File: src/rtl/nn_ctrl_pkg.sv
// Shared types and phase-code constants for the neuron layer training controller.
package nn_ctrl_pkg;

  typedef enum logic [2:0] {
    ST_IDLE    = 3'd0,
    ST_F_SETUP = 3'd1,
    ST_F_RUN   = 3'd2,
    ST_B_SETUP = 3'd3,
    ST_B_RUN   = 3'd4,
    ST_COMMIT  = 3'd5,
    ST_I_CAPT  = 3'd6,
    ST_DONE    = 3'd7
  } state_t;

  localparam logic [1:0] PH_FSETUP = 2'b00;
  localparam logic [1:0] PH_FPROP  = 2'b10;
  localparam logic [1:0] PH_BSETUP = 2'b11;
  localparam logic [1:0] PH_BPROP  = 2'b01;

  // {fp,bp} presented to the neurons while the sequencer sits in a given state.
  function automatic logic [1:0] phase_of(input state_t s);
    logic [1:0] ph;
    case (s)
      ST_F_RUN:   ph = PH_FPROP;
      ST_B_SETUP: ph = PH_BSETUP;
      ST_B_RUN:   ph = PH_BPROP;
      default:    ph = PH_FSETUP;
    endcase
    return ph;
  endfunction

endpackage

File: src/rtl/phase_counter.sv
// Loadable down-counter timing the F_RUN and B_RUN phases; o_zero marks the last cycle.
module phase_counter #(
  parameter int W = 8
) (
  input  logic         clk,
  input  logic         rst_n,
  input  logic         i_load,
  input  logic [W-1:0] i_load_val,
  input  logic         i_dec,
  output logic         o_zero
);

  logic [W-1:0] r_cnt;

  // Load has priority; decrement stops at zero.
  always_ff @(posedge clk or negedge rst_n) begin
    if (!rst_n) begin
      r_cnt <= {W{1'b0}};
    end else if (i_load) begin
      r_cnt <= i_load_val;
    end else if (i_dec && (r_cnt != {W{1'b0}})) begin
      r_cnt <= r_cnt - {{(W-1){1'b0}}, 1'b1};
    end else begin
      r_cnt <= r_cnt;
    end
  end

  assign o_zero = (r_cnt == {W{1'b0}});

endmodule

File: src/rtl/neuron_train_sequencer.sv
// Sequences a neuron layer through forward/backward/commit phases per sample,
// tracking sample/epoch indices and the per-epoch correct-prediction tally.
module neuron_train_sequencer
  import nn_ctrl_pkg::*;
#(
  parameter int N         = 30,
  parameter int FP_CYCLES = N / 2 + 5,
  parameter int BP_CYCLES = N + 4,
  parameter int SAMPLE_W  = 10,
  parameter int EPOCH_W   = 8
) (
  input  logic                clk,
  input  logic                rst_n,
  input  logic                start,
  input  logic                abort,
  input  logic                train_en,
  input  logic [SAMPLE_W-1:0] num_samples,
  input  logic [EPOCH_W-1:0]  num_epochs,
  input  logic                yhat_bit,
  input  logic                label_bit,
  output logic                fp,
  output logic                bp,
  output logic [SAMPLE_W-1:0] sample_idx,
  output logic [EPOCH_W-1:0]  epoch_idx,
  output logic                y_vld,
  output logic                w_we,
  output logic                epoch_vld,
  output logic [SAMPLE_W-1:0] epoch_correct,
  output logic                busy,
  output logic                done
);

  localparam int PC_MAX = (FP_CYCLES > BP_CYCLES) ? FP_CYCLES : BP_CYCLES;
  localparam int CNT_W  = $clog2(PC_MAX + 1);
  localparam logic [CNT_W-1:0] FP_LOAD = CNT_W'(FP_CYCLES - 1);
  localparam logic [CNT_W-1:0] BP_LOAD = CNT_W'(BP_CYCLES - 1);

  state_t r_state;
  state_t w_next;

  logic                r_train_en;
  logic [SAMPLE_W-1:0] r_num_samples;
  logic [EPOCH_W-1:0]  r_num_epochs;
  logic [SAMPLE_W-1:0] r_sample_idx;
  logic [EPOCH_W-1:0]  r_epoch_idx;
  logic [SAMPLE_W-1:0] r_tally;
  logic [SAMPLE_W-1:0] r_epoch_correct;
  logic                r_fp, r_bp, r_y_vld, r_w_we, r_epoch_vld, r_busy, r_done;

  logic [SAMPLE_W-1:0] w_sample_inc;
  logic [EPOCH_W-1:0]  w_epoch_inc;
  logic                w_last_sample, w_last_epoch;
  logic                w_cfg_ok, w_start_go;
  logic                w_sample_end, w_epoch_end;
  logic                w_match;
  logic [SAMPLE_W-1:0] w_tally_nxt;
  logic [1:0]          w_ph;
  logic                w_pc_load, w_pc_dec, w_pc_zero;
  logic [CNT_W-1:0]    w_pc_val;

  assign w_sample_inc  = r_sample_idx + {{(SAMPLE_W-1){1'b0}}, 1'b1};
  assign w_epoch_inc   = r_epoch_idx + {{(EPOCH_W-1){1'b0}}, 1'b1};
  assign w_last_sample = (w_sample_inc == r_num_samples);
  assign w_last_epoch  = (w_epoch_inc == r_num_epochs);
  assign w_cfg_ok      = (num_samples != {SAMPLE_W{1'b0}}) && (num_epochs != {EPOCH_W{1'b0}});
  assign w_start_go    = (r_state == ST_IDLE) && start && !abort && w_cfg_ok;
  assign w_sample_end  = ((r_state == ST_COMMIT) || (r_state == ST_I_CAPT)) && !abort;
  assign w_epoch_end   = w_sample_end && w_last_sample;

  // Tally saturates rather than wrapping so a long epoch never reports a small count.
  assign w_match     = r_y_vld && (yhat_bit == label_bit) && !abort;
  assign w_tally_nxt = (w_match && (r_tally != {SAMPLE_W{1'b1}}))
                     ? (r_tally + {{(SAMPLE_W-1){1'b0}}, 1'b1}) : r_tally;

  assign w_pc_load = (r_state == ST_F_SETUP) || (r_state == ST_B_SETUP);
  assign w_pc_val  = (r_state == ST_B_SETUP) ? BP_LOAD : FP_LOAD;
  assign w_pc_dec  = (r_state == ST_F_RUN) || (r_state == ST_B_RUN);

  phase_counter #(.W(CNT_W)) u_phase_counter (
    .clk        (clk),
    .rst_n      (rst_n),
    .i_load     (w_pc_load),
    .i_load_val (w_pc_val),
    .i_dec      (w_pc_dec),
    .o_zero     (w_pc_zero)
  );

  // Next-state logic; abort overrides every transition.
  always_comb begin
    w_next = r_state;
    case (r_state)
      ST_IDLE: begin
        if (start) begin
          w_next = w_cfg_ok ? ST_F_SETUP : ST_DONE;
        end else begin
          w_next = ST_IDLE;
        end
      end
      ST_F_SETUP: w_next = ST_F_RUN;
      ST_F_RUN: begin
        if (w_pc_zero) begin
          w_next = r_train_en ? ST_B_SETUP : ST_I_CAPT;
        end else begin
          w_next = ST_F_RUN;
        end
      end
      ST_B_SETUP: w_next = ST_B_RUN;
      ST_B_RUN: begin
        if (w_pc_zero) begin
          w_next = ST_COMMIT;
        end else begin
          w_next = ST_B_RUN;
        end
      end
      ST_COMMIT, ST_I_CAPT: begin
        if (w_last_sample && w_last_epoch) begin
          w_next = ST_DONE;
        end else begin
          w_next = ST_F_SETUP;
        end
      end
      ST_DONE: w_next = ST_IDLE;
      default: w_next = ST_IDLE;
    endcase
    if (abort) begin
      w_next = ST_IDLE;
    end else begin
      w_next = w_next;
    end
  end

  assign w_ph = phase_of(w_next);

  // State register and Moore outputs decoded from the state being entered.
  always_ff @(posedge clk or negedge rst_n) begin
    if (!rst_n) begin
      r_state     <= ST_IDLE;
      r_fp        <= 1'b0;
      r_bp        <= 1'b0;
      r_y_vld     <= 1'b0;
      r_w_we      <= 1'b0;
      r_done      <= 1'b0;
      r_busy      <= 1'b0;
      r_epoch_vld <= 1'b0;
    end else begin
      r_state     <= w_next;
      r_fp        <= w_ph[1];
      r_bp        <= w_ph[0];
      r_y_vld     <= (w_next == ST_B_SETUP) || (w_next == ST_I_CAPT);
      r_w_we      <= (w_next == ST_COMMIT);
      r_done      <= (w_next == ST_DONE);
      r_busy      <= (w_next != ST_IDLE);
      r_epoch_vld <= w_epoch_end;
    end
  end

  // Config latch, sample/epoch indices and the correct-prediction tally.
  always_ff @(posedge clk or negedge rst_n) begin
    if (!rst_n) begin
      r_train_en      <= 1'b0;
      r_num_samples   <= {SAMPLE_W{1'b0}};
      r_num_epochs    <= {EPOCH_W{1'b0}};
      r_sample_idx    <= {SAMPLE_W{1'b0}};
      r_epoch_idx     <= {EPOCH_W{1'b0}};
      r_tally         <= {SAMPLE_W{1'b0}};
      r_epoch_correct <= {SAMPLE_W{1'b0}};
    end else if (w_start_go) begin
      r_train_en    <= train_en;
      r_num_samples <= num_samples;
      r_num_epochs  <= num_epochs;
      r_sample_idx  <= {SAMPLE_W{1'b0}};
      r_epoch_idx   <= {EPOCH_W{1'b0}};
      r_tally       <= {SAMPLE_W{1'b0}};
    end else if (w_epoch_end) begin
      r_epoch_correct <= w_tally_nxt;
      r_tally         <= {SAMPLE_W{1'b0}};
      if (!w_last_epoch) begin
        r_sample_idx <= {SAMPLE_W{1'b0}};
        r_epoch_idx  <= w_epoch_inc;
      end else begin
        r_sample_idx <= r_sample_idx;
        r_epoch_idx  <= r_epoch_idx;
      end
    end else if (w_sample_end) begin
      r_sample_idx <= w_sample_inc;
      r_tally      <= w_tally_nxt;
    end else begin
      r_tally <= w_tally_nxt;
    end
  end

  assign fp            = r_fp;
  assign bp            = r_bp;
  assign sample_idx    = r_sample_idx;
  assign epoch_idx     = r_epoch_idx;
  assign y_vld         = r_y_vld;
  assign w_we          = r_w_we;
  assign epoch_vld     = r_epoch_vld;
  assign epoch_correct = r_epoch_correct;
  assign busy          = r_busy;
  assign done          = r_done;

endmodule

File: config.mk
export PLATFORM = sky130hd
export DESIGN_NAME = neuron_train_sequencer
export DESIGN_NICKNAME = d
export VERILOG_FILES = /design/src/rtl/nn_ctrl_pkg.sv /design/src/rtl/phase_counter.sv /design/src/rtl/neuron_train_sequencer.sv
export SDC_FILE = /design/constraint.sdc
export NUM_CORES = 1
export LEC_CHECK = 0
export BUFFER_PORTS_ARGS = -buffer_cell sky130_fd_sc_hd__buf_4
export CORE_MARGIN = 2
export CORE_UTILIZATION = 64
export CTS_BUF_LIST = sky130_fd_sc_hd__clkbuf_8
export DETAILED_ROUTE_END_ITERATION = 10
export GPL_ROUTABILITY_DRIVEN = 0
export PLACE_DENSITY = 0.88
export SYNTH_ARGS = -nofsm -noshare
export SYNTH_HDL_FRONTEND = slang
export SYNTH_HIERARCHICAL = 1
export SYNTH_SLANG_ARGS = --single-unit
File: constraint.sdc
create_clock -name clk -period 7.4 [get_ports clk]
set_input_delay 1.11 -clock clk [delete_from_list [all_inputs] [get_ports clk]]
set_output_delay 1.11 -clock clk [all_outputs]
set_load 0.03 [all_outputs]
== Yosys cells after proc, flatten, opt, wreduce, memory -nomap -nowiden ==
Index checks and enable logic that the tools add are counted.

* Bits in registers: 73
* Input port bits: 25
* Output and inout bits: 35
* Word-level logic and storage cells: 91

* Bitwise logic cells: 1
* Equal/unequal tests: 19
* Muxes and demuxes: 22
* Reduce and logical (&&, ||, !) cells: 29
* Add/sub/neg operators: 4

{| class="wikitable"
|+ Operators with widths
! operator !! number
|-
| 10-bit two-way mux || 7
|-
| 3-bit == test (second input constant) || 8
|-
| 8-bit two-way mux || 3
|-
| 3-bit one-hot mux with 7 select lines || 1
|-
| 10-bit by 1-bit adder with 10-bit output (second input constant) || 2
|-
| 3-bit two-way mux || 6
|-
| 6-bit two-way mux || 3
|-
| 3-bit by 2-bit == test with 1-bit output (second input constant) || 4
|-
| 1-bit logical AND || 11
|-
| 10-bit == test || 1
|-
| 10-bit inequality test (second input constant) || 1
|-
| 10-bit nonzero test || 1
|-
| 8-bit by 1-bit adder with 8-bit output (second input constant) || 1
|-
| 8-bit == test || 1
|-
| 8-bit nonzero test || 1
|-
| 6-bit logical NOT || 1
|-
| 2-bit one-hot mux with 3 select lines || 1
|-
| 2-bit AND reduction || 3
|-
| 3-bit nonzero test || 2
|-
| 6-bit nonzero test || 1
|-
| 6-bit by 1-bit subtractor with 6-bit output (second input constant) || 1
|-
| 1-bit logical OR || 4
|-
| 2-bit nonzero test || 2
|-
| 3-bit by 1-bit == test with 1-bit output (second input constant) || 1
|-
| 8 further kinds || 8
|}

== Logic depth before layout (Yosys ltp) ==
* Depth after elaboration: 8
* Depth in mapped cells: 11
* Gate-level depth less buffers: 11

== Hierarchy ==
The synthesis kept the hierarchy.

{| class="wikitable"
|+ By module, submodules not included
! module !! sequential area each (um2) !! area an instance (um2) !! cells an instance !! instances
|-
| neuron_train_sequencer || 1676.6 || 3747.3 || 418 || 1
|-
| phase_counter || 150.1 || 395.4 || 44 || 1
|}

== Worst setup path after synthesis ==
No wires, ideal clock.

* Path kind: input to register
* From: input port num_samples[7]
* To: register r_sample_idx[2], in the netlist sample_idx[2]
* Required time: 7.334 ns
* Buffers on the path: 1
* Path slack: 4.467 ns
* Setup time: 0.066 ns
* Arrival time: 2.866 ns
* Stages on the path: 7
* Path through: or4_1 > o41ai_1 > or4_1 > buf_2 > o21ai_2 > nor4b_1 > a221o_1

* Cells in the longest elaborated chain, start to end: 5
* Elaborated cells between the ends (all ways): 7
* Classes of those cells: 1 x eq/ne; 1 x mux; 5 x reduce/logical

{| class="wikitable"
|+ Ends and longest elaborated chain
! item !! line !! text
|-
| start: declaration || neuron_train_sequencer.sv:17 || <nowiki>input logic [SAMPLE_W-1:0] num_samples,</nowiki>
|-
| 10-bit nonzero test * || neuron_train_sequencer.sv:65 || <nowiki>assign w_cfg_ok = (num_samples != {SAMPLE_W{1'b0}}) && (num_epochs != {EPOCH_W{1'b0}});</nowiki>
|-
| 1-bit logical AND * || neuron_train_sequencer.sv:65 ||
|-
| 1-bit logical AND * || neuron_train_sequencer.sv:66 || <nowiki>assign w_start_go = (r_state == ST_IDLE) && start && !abort && w_cfg_ok;</nowiki>
|-
| 3-bit inequality test (no source line) / 3-bit nonzero test (equally long branches) || -- ||
|-
| 2-bit AND reduction (no source line) || -- ||
|-
| end signal: assignment || neuron_train_sequencer.sv:163 || <nowiki>r_sample_idx <= {SAMPLE_W{1'b0}};</nowiki>
|-
| end signal: assignment || neuron_train_sequencer.sv:171 || <nowiki>r_sample_idx <= {SAMPLE_W{1'b0}};</nowiki>
|-
| end signal: assignment || neuron_train_sequencer.sv:178 || <nowiki>r_sample_idx <= {SAMPLE_W{1'b0}};</nowiki>
|-
| end: declaration || neuron_train_sequencer.sv:44 || <nowiki>logic [SAMPLE_W-1:0] r_sample_idx;</nowiki>
|}

Mark *: on every way between the ends. The rest lies on a longest branch, timed or not.
A chain may end at the register's enable or synchronous reset.

== Worst setup path after layout ==
* From: input port num_samples[7]
* To: register r_sample_idx[0], in the netlist sample_idx[0]

The elaborated chain is that of the path after synthesis.

==> flow_summary.ini <==
[timing]
slew_headroom_pct = 40.4
finalCritPeriodShare_pct = 49.6
fin_crit_ns = 3.67
rsz0062_at_grt = no
tns_ns = 0
tightest_slew_ns = 0.893
setup_viol_count_final = 0
fin_ws_ns = 3.73
maxSlewViolCount = 0
skew_ns = 0.00527
max_freq_ghz = 0.272
hold_violations = 0

[route]
vias_per_cell = 6.01
wl_met3_um = 503
postRouteAntennaNets = 0
drc_errors = 0
wl_per_cell_um = 15.2
vias = 3571
top_layer_used = met4
dr.pass1.iters = 4
drtIter0Drc = 168
wl_met1_mm = 4.03
finalWirelength_mm = 9.06
wl_met2_mm = 4.39

[grt]
gr-total-overflow = 0
grt_max_degree = 74
grt_use_total_pct = 26.8
antenna_found_initial = 0
grt_pass1_vias = 3315
grt_pass1_wl_mm = 15.5

[cts]
cts_resized = 0
postCtsSetupBuffers = 0
hold_buffers = 0
clockBufferDepth = 2
htreeDepth = 3
cts_root_buf = clkbuf_8
cts.clk_slew.worst_paths_ns = 0.08
cts_tree = done
cts.sink_count = 73
cts_buffers = 9
clock_latency_ns = 0.35

[synthesis]
synth-main-ff-cell = dfrtp_1
yosys-top-cells-area = dfrtp_1 (44%), nand2_1 (9.1%), xnor2_1 (3.0%)
postSynthCellCount = 462
synth_xor_area_share_pct = 5.86
synth_cell_types = 63
synth_fa_ha_area_share_pct = 1.51
synthMuxAreaShare_pct = 1.51
synth_enable_flop_cells = 0
synth_top_family_by_area = simple AND/OR/NAND/NOR gates
ys_warn_count = 6
synth-seq-area-share_pct = 44.1
yosys.area.top_type_share_pct = 44.1
synth_top_cell_by_area = dfrtp_1
synthesis.area_um2 = 4140
ys_seq_elements = 73
syn_avg_cell_area_um2 = 8.97
synthSimpleGateAreaFrac_pct = 27.8
synth_compound_area_share_pct = 15.5
synthArstFlopShare_pct = 100

[setup_path]
cpMaxStageDelayCell = or4_1
worstSetupPathType = input pin to flip-flop
cp_top_family = simple AND/OR/NAND/NOR gates
path_common_cell = or4_1
reg2reg_from = sample_idx[3]
cp_slowest_stage_delay_ns = 0.80
path_cells = buf_4 -> or4_1 -> o41ai_1 -> or4_1 -> o21ai_2 -> nor2_1 -> mux2_2
crit_path_start_kind = input pin
critPathCaptureType = flip-flop
r2r-end = epoch_idx[7]
cp.required_ns = 7.69
reg2regPathDepth = 7
r2r_slack_ns = 4.13
timing.critical_path.buf_inv = 1
crit_cells = 7
crit_arrival_ns = 3.96
cp_max_fo = 27

[status]
status = complete, no violations

[hold_path]
hp-start = epoch_correct[9]
holdPathEnd = epoch_correct[9]
holdPathStages = 2
hp-class = flip-flop to flip-flop

[cells_and_area]
drive_gt1_share_pct = 18.4
area_growth_pct = 15.1
insertedDiodeCount = 0
nets = 542
fin_cells = 594

[pwr]
p_leak_nw = 2.22
power_mw = 1.37
vdd_drop_max_uv = 198
power_density_nw_per_um2 = 287

[floorplanning]
die_area_um2 = 7130
num_io_pins = 60
die_y_um = 84.5
start_util_pct = 65.6
fp-row-count = 29
core_um2 = 6310
fp.dieW_um = 84.5

[place]
portBuffers = 59
placed_cells = 578
detailed_place_hpwl_mm = 6.39
post-place-ws_ns = 3.35

[flow_run]
drv_cap = 0
## metal layers
layer / track usage, % / vias to the layer above
met3: 4.23 / 12
met5: 0 / -
met4: 9.81 / 0
met2: 43.7 / 93
li1: - / 1746
met1: 36.8 / 1720
## placed cells by master, fill, tap and decap left out, types with 4 or more instances in the layout
cell type / synthesis / routed
nand2_1: 100 / 100
dfrtp_1: 73 / 73
buf_4: 2 / 60
nor2_1: 23 / 23
o21ai_0: 20 / 20
or4_1: 14 / 14
xnor2_1: 14 / 14
a21oi_1: 14 / 14
inv_1: 11 / 11
nand3_1: 11 / 11
xor2_1: 11 / 11
or3_1: 10 / 10
nand4_1: 10 / 10
clkbuf_8: 0 / 9
o31ai_1: 8 / 8
nor2b_1: 7 / 7
nor4_1: 8 / 7
nand2b_1: 7 / 7
a21o_1: 7 / 7
and2_1: 6 / 6
o211ai_1: 6 / 6
and3_1: 6 / 6
nor3b_1: 5 / 5
ha_1: 5 / 5
or2_2: 4 / 4
nor3_1: 4 / 4
a31oi_1: 4 / 4
mux2i_1: 4 / 4
## through the flow
stage	cell area, µm²	hold slack (ns)	utilization, %
floorplan	4150	0.465	-
global placement	4600	0.472	72.8
detailed placement	4600	0.472	72.8
CTS	4770	0.490	75.5
global route	4770	0.522	75.5
finish	4770	0.481	75.5
## power breakdown
group / switching, mW / internal, mW
Sequential: 0.0924 / 0.487
Combinational: 0.300 / 0.212
Clock: 0.154 / 0.121
Total: 0.547 / 0.820
## synth_stat cells, types with 3 or more instances
cell type  number
a211o_1         3
a211oi_1        3
a21o_1          7
a21oi_1        14
a31oi_1         4
and2_1          6
and3_1          6
buf_2           4
clkbuf_1       13
dfrtp_1        73
ha_1            5
inv_1          11
mux2i_1         4
nand2_1       100
nand2b_1        7
nand3_1        11
nand4_1        10
nor2_1         23
nor2b_1         7
nor3_1          4
nor3b_1         5
nor4_1          8
nor4b_1         3
o211ai_1        6
o21ai_0        20
o31ai_1         8
or2_2           4
or3_1          10
or4_1          14
xnor2_1        14
xor2_1         11
## area by class of cell
cell class | count | area (µm²)
multi-input cells | 357 | 2180
repair buffers | 60 | 450
flip-flops and latches | 73 | 1830
clock buffers | 9 | 124
clock inverters | 7 | 47.5
well taps | 77 | 96.3
inverters | 11 | 41.3
fillers | 465 | 1550
## worst register-to-register path, stage by stage (launching register included)
cell      delay [ns]
dfrtp_1         0.58
nand4_1         0.40
or4_1           0.63
a221oi_2        0.34
and2b_2         0.24
nand3_4         0.28
or4_1           0.57
a21oi_1         0.15
## flip-flops by register name, summed over array words and instances, names as in the netlist
register,cells
r_train_en,1
w_we,1
epoch_correct,10
done,1
epoch_vld,1
r_num_samples,10
y_vld,1
r_state,3
r_tally,10
sample_idx,10
u_phase_counter/r_cnt,6
r_num_epochs,8
bp,1
busy,1
epoch_idx,8
fp,1
## worst max path at each step
stage	slack (ns)	from	endpoint
floorplan	4.47	num_samples[7]	sample_idx[2]
CTS	3.72	num_samples[7]	sample_idx[0]
finish	3.73	num_samples[7]	sample_idx[0]
global placement	3.50	num_samples[7]	sample_idx[2]
global route	3.49	num_samples[7]	sample_idx[0]
detailed placement	3.35	num_samples[7]	sample_idx[0]
## cells by family after synthesis
family          count (synthesis)
xor+xnor                       26
flops                          73
fa+ha+maj                       5
other cells                     2
simple gates                  226
compound gates                 91
buf+inv                        33
mux                             6
(Power assumes the default switching activity.)
